==> config.mk <==
export PLATFORM = sky130hd
export DESIGN_NAME = pc_predict_ras
export DESIGN_NICKNAME = d
export VERILOG_FILES = /design/src/rtl/pc_predict_ras.sv
export SDC_FILE = /design/constraint.sdc
export NUM_CORES = 1
export LEC_CHECK = 0
export BUFFER_PORTS_ARGS = -buffer_cell sky130_fd_sc_hd__buf_2
export CORE_ASPECT_RATIO = 1.5
export CORE_MARGIN = 2
export CORE_UTILIZATION = 45
export DETAILED_ROUTE_END_ITERATION = 12
export PLACE_DENSITY = 0.69
export SYNTH_ARGS = -nofsm -noshare
export SYNTH_HDL_FRONTEND = slang
export SYNTH_SLANG_ARGS = --single-unit
==> constraint.sdc <==
create_clock -name Clk -period 7.24 [get_ports Clk]
set_clock_uncertainty 0.2 [all_clocks]
set_input_delay 0 -clock Clk [delete_from_list [all_inputs] [get_ports Clk]]
set_output_delay 0 -clock Clk [all_outputs]
set_load 0.005 [all_outputs]
==> src/rtl/pc_predict_ras.sv <==
// Fetch-stage PC generator: registered PC, taken-jXX/call prediction, and a circular
// return-address stack with a jXX checkpoint, redirected by execute/memory corrections.
module pc_predict_ras #(
  parameter int              AW        = 64,
  parameter int              RAS_DEPTH = 8,
  parameter logic [AW-1:0]   RESET_PC  = '0
) (
  input  logic                         Clk,
  input  logic                         Reset_n,
  input  logic                         F_stall,
  input  logic                         f_valid,
  input  logic [3:0]                   f_icode,
  input  logic [AW-1:0]                f_valC,
  input  logic [AW-1:0]                f_valP,
  input  logic                         jxx_mispredict,
  input  logic [AW-1:0]                jxx_fall_pc,
  input  logic                         ret_resolve,
  input  logic [AW-1:0]                ret_actual_pc,
  input  logic [AW-1:0]                ret_pred_pc,
  output logic [AW-1:0]                PC,
  output logic [AW-1:0]                pred_pc,
  output logic [$clog2(RAS_DEPTH):0]   ras_count,
  output logic                         ras_overflow,
  output logic                         ret_mispredict
);

  localparam int PW = $clog2(RAS_DEPTH);
  localparam int CW = PW + 1;
  localparam logic [3:0]    IC_JXX  = 4'h7;
  localparam logic [3:0]    IC_CALL = 4'h8;
  localparam logic [3:0]    IC_RET  = 4'h9;
  localparam logic [CW-1:0] FULL    = CW'(RAS_DEPTH);

  logic [AW-1:0] ras_mem [RAS_DEPTH];
  logic [PW-1:0] tos_ptr;
  logic [PW-1:0] ckpt_ptr;
  logic [CW-1:0] ckpt_count;

  logic          is_jxx, is_call, is_ret;
  logic          ret_wrong, advance;
  logic          do_push, do_pop, do_ckpt;
  logic [AW-1:0] ras_top;

  // tos_ptr names the next free slot; when full that slot is the oldest entry.
  always_comb begin
    is_jxx    = f_valid && (f_icode == IC_JXX);
    is_call   = f_valid && (f_icode == IC_CALL);
    is_ret    = f_valid && (f_icode == IC_RET) && (ras_count != '0);
    ras_top   = ras_mem[tos_ptr - PW'(1)];
    ret_wrong = ret_resolve && (ret_actual_pc != ret_pred_pc);
    advance   = !F_stall && !ret_wrong && !jxx_mispredict;
    do_push   = advance && is_call;
    do_pop    = advance && is_ret;
    do_ckpt   = advance && is_jxx;
    pred_pc   = f_valP;
    if (is_jxx || is_call) begin
      pred_pc = f_valC;
    end else if (is_ret) begin
      pred_pc = ras_top;
    end
  end

  always_ff @(posedge Clk or negedge Reset_n) begin
    if (!Reset_n) begin
      PC             <= RESET_PC;
      tos_ptr        <= '0;
      ras_count      <= '0;
      ckpt_ptr       <= '0;
      ckpt_count     <= '0;
      ras_overflow   <= 1'b0;
      ret_mispredict <= 1'b0;
    end else begin
      ret_mispredict <= ret_wrong;
      if (ret_wrong) begin
        PC        <= ret_actual_pc;
        ras_count <= '0;
      end else if (jxx_mispredict) begin
        // Pointer and count come back; slots overwritten on the wrong path stay overwritten.
        PC        <= jxx_fall_pc;
        tos_ptr   <= ckpt_ptr;
        ras_count <= ckpt_count;
      end else if (!F_stall) begin
        PC <= pred_pc;
        if (do_ckpt) begin
          ckpt_ptr   <= tos_ptr;
          ckpt_count <= ras_count;
        end
        if (do_push) begin
          tos_ptr <= tos_ptr + PW'(1);
          if (ras_count == FULL) begin
            ras_overflow <= 1'b1;
          end else begin
            ras_count <= ras_count + CW'(1);
          end
        end else if (do_pop) begin
          tos_ptr   <= tos_ptr - PW'(1);
          ras_count <= ras_count - CW'(1);
        end
      end
    end
  end

  always_ff @(posedge Clk) begin
    if (do_push) begin
      ras_mem[tos_ptr] <= f_valP;
    end
  end

endmodule

==> run_results.csv <==
group,metric,value,unit
pwr,power,8.096,mW
yosys,syn_avg_cell_area,16.53,µm²
yosys,syn_inst,1546,
yosys,yosys.area.top_type,"edfxtp_1",
yosys,yosys-top-cells-count,"512 x edfxtp_1, 128 x mux4_2, 103 x mux2i_1",
timing,hold_viol,0,
yosys,ys_ff_latch,592,
flow_run,cap_violations,0,
run_status,status,"complete, no violations",
yosys,synth.most_common_cell,"edfxtp_1",
worst_setup_path,crit_fanout,62,
min_path,min_to,"PC[43]",
worst_setup_path,crit_family,"buffers and inverters",
yosys,syn_nets,1880,
clocking,cts_buffer_depth,3,
worst_setup_path,required,7.56,ns
timing,hold_ws,0.03288,ns
placed_design,io_buffer_count,463,
floorplan,die_h,295.8,µm
floorplan,fp.coreArea,56500,µm²
global_routing,grt_pass1_wl,117100,µm
clocking,clk_pin_slew,0.06,ns
worst_setup_path,start_kind,"input pin",
route,drtIter0Drc,1533,
floorplan,die-area,58740,µm²
placed_design,dpl.hpwl,52910,µm
worst_setup_path,cp.arrival,5.77,ns
placed_design,pre_cts_slack,2.395,ns
floorplan,initial_utilization,45.22,%
timing,setup_violations,0,
route,via_count,17760,
yosys,ys.flop_type,"edfxtp_1",
global_routing,grt_overflow_total,0,
worst_setup_path,cp_slowest_cell,"xnor2_1",
floorplan,ios,464,
clocking,clk_latency,0.60,ns
worst_setup_path,cp-end-kind,"flip-flop",
cells_and_area,fin_nets,2592,
timing,fmax,183.3,MHz
yosys,yosys-top-cells-area,"edfxtp_1 60%, mux4_2 11%, dfrtp_1 7.8%, mux2i_1 4.0%, xnor2_1 2.2%",
min_path,min_path_cells,4,
global_routing,grt_max_degree,69,
route,routed_wl,82530,µm
cells_and_area,area_delta_synth_final,29.73,%
pwr,ir_worst_vdd,0.1814,mV
floorplan,die_w,198.6,µm
yosys,async_reset_ff_share,13.51,%
floorplan,rows,107,
timing,min_period_over_period,75.37,%
yosys,yosysSeqAreaShare,68.02,%
placed_design,dp.cells,2698,
cells_and_area,final_cells,3069,
timing,drv_slew,0,
global_routing,antenna_found_initial,9,
min_path,hold_class,"in -> reg",
worst_setup_path,r2r_slack,1.79,ns
min_path,min_from,"ret_actual_pc[43]",
worst_setup_path,rr_endpoint,"PC[18]",
worst_setup_path,path_buf_inv,5,
global_routing,grt_usage,27.83,%
cells_and_area,drive_gt1_share,31.75,%
worst_setup_path,crit_type,"in -> reg",
clocking,cts_resized,0,
pwr,power.density,244.3,nW/µm²
route,wl_per_cell,26.89,µm
yosys,synth_edf_count,512,
worst_setup_path,cpPeakStageDelay,0.73,ns
placed_design,finalWeightedCongestion,0.9529,
pwr,leakagePower,12.23,nW
route,first_pass_iters,9,
route,drc_errors,0,
clocking,cts_setup_buffers,0,
global_routing,grt_pass1_vias,18190,
timing,period_minus_slack,5.457,ns
timing,tightestPinTransition,1.028,ns
timing,timing.slew.headroom,31.33,%
clocking,cts_sinks,592,
cells_and_area,fin_util,58.67,%
yosys,netlist_area,25550,µm²
clocking,cts_tree,"built",
clocking,htreeDepth,2,
yosys,synth_top_area_share,60.18,%
clocking,root_buffer,"clkbuf_16",
timing,rsz0062_at_grt,"false",
route,routed_via_density,5.788,
worst_setup_path,r2r-start,"tos_ptr[0]",
timing,setup_slack,1.783,ns
yosys,ys_types,54,
worst_setup_path,rr_worst_depth,12,
yosys,yosys_warnings,0,
route,ant_nets,0,
clocking,cts_buffers,54,
worst_setup_path,path_cells,"dlygate4sd3_1 -> buf_2 -> xnor2_1 -> nand4_1 -> nor4_1 -> nand4_1 -> nand2_4 -> buf_4 -> nand3_1 -> dlygate4sd3_1 -> o211ai_1 -> dlygate4sd3_1",
worst_setup_path,cp_common_cell,"dlygate4sd3_1",
power breakdown:
group          leakage, nW  internal, mW  switching (mW)
clock network        0.857          1.63            1.25
logic                 5.83         0.690           0.717
registers             5.54          3.75          0.0565
total                 12.2          6.07            2.03
final cells by class:
| cell class | instances | area (µm²) |
|---|---|---|
| fill | 4391 | 23350 |
| sequential | 592 | 17380 |
| multi-input combinational | 839 | 7707 |
| timing repair buffer | 762 | 5280 |
| clock buffer | 70 | 1443 |
| tap | 763 | 954.7 |
| clock inverter | 30 | 335.3 |
| inverter | 9 | 33.78 |
| antenna | 4 | 10.01 |
flip-flops by register name, indices dropped and copies added (netlist names):
register	count
PC	64
ras_overflow	1
ckpt_count	4
ras_mem	512
ckpt_ptr	3
ras_count	4
ret_mispredict	1
tos_ptr	3
cell usage in the layout, fill, tap and decap left out, drive strengths merged, types with 34 or more instances in the layout:
master	synthesis	final
o211ai	35	35
clkbuf	44	70
mux4	128	128
nor2	100	100
buf	62	496
o21ai	35	35
nand2	70	70
a21oi	66	66
dfrtp	80	80
a211oi	34	34
dlygate4sd3	0	266
mux2i	103	103
xnor2	65	65
edfxtp	512	512
a21o	34	34
worst register-to-register path: stages (launching register included):
cell and delay [ns]:
dfrtp_4 0.94, inv_1 0.39, ha_4 0.94, buf_12 0.41
mux4_2 0.48, mux2i_1 0.14, nor2_1 0.05, a21oi_1 0.24
o21ai_1 0.11, o21bai_1 0.18, dlygate4sd3_1 0.59, a21oi_1 0.06
dlygate4sd3_1 0.60
metrics by stage:
stage          cell area [µm²]  TNS [ns]
2_1_floorplan            25550   -363.60
3_3_place_gp             28670         0
3_5_place_dp             28670         0
4_1_cts                  33130         0
5_1_grt                  33140         0
6_report                 33140         0
how the worst max path moves through the flow:
stage	from	endpoint	slack [ns]	cells after the start
5_1_grt	tos_ptr[0]	PC[18]	1.52	12
3_3_place_gp	ret_pred_pc[53]	ckpt_count[0]	2.47	10
2_1_floorplan	jxx_mispredict	ras_mem[0][0]	-0.95	7
6_report	ret_actual_pc[53]	PC[53]	1.78	12
3_5_place_dp	ret_pred_pc[53]	ckpt_count[3]	2.40	10
4_1_cts	tos_ptr[0]	PC[18]	1.77	12
routing by layer:
metal	share of wire, %	global-route usage, %	routed length (µm)	vias up
met2	51	48.80	42130	1028
met5	0.042	0	35	-
li1	-	-	-	7576
met4	4.6	12.52	3788	6
met3	7.4	4.538	6112	201
met1	37	33.88	30460	8952
kinds of logic (layout without fill, tap and decap cells):
kind of cell	count (synthesis)	count (layout)	share of synthesized area, %
multiplexers	237	237	15.66
flip-flops	592	592	68.02
other	0	4	0
AO/OA/AOI/OAI	283	283	7.233
AND/OR/NAND/NOR	248	248	4.359
XOR/XNOR	67	67	2.326
buffers and inverters	115	871	2.214
adder cells (fa/ha/maj)	4	4	0.1959
timing repair:
item                                    4_1_cts  5_1_grt
endpoints found under the setup margin        0        0
hold buffers                                267        0
hold endpoints to repair                    671        0
Power figures use the tool's default switching activity.
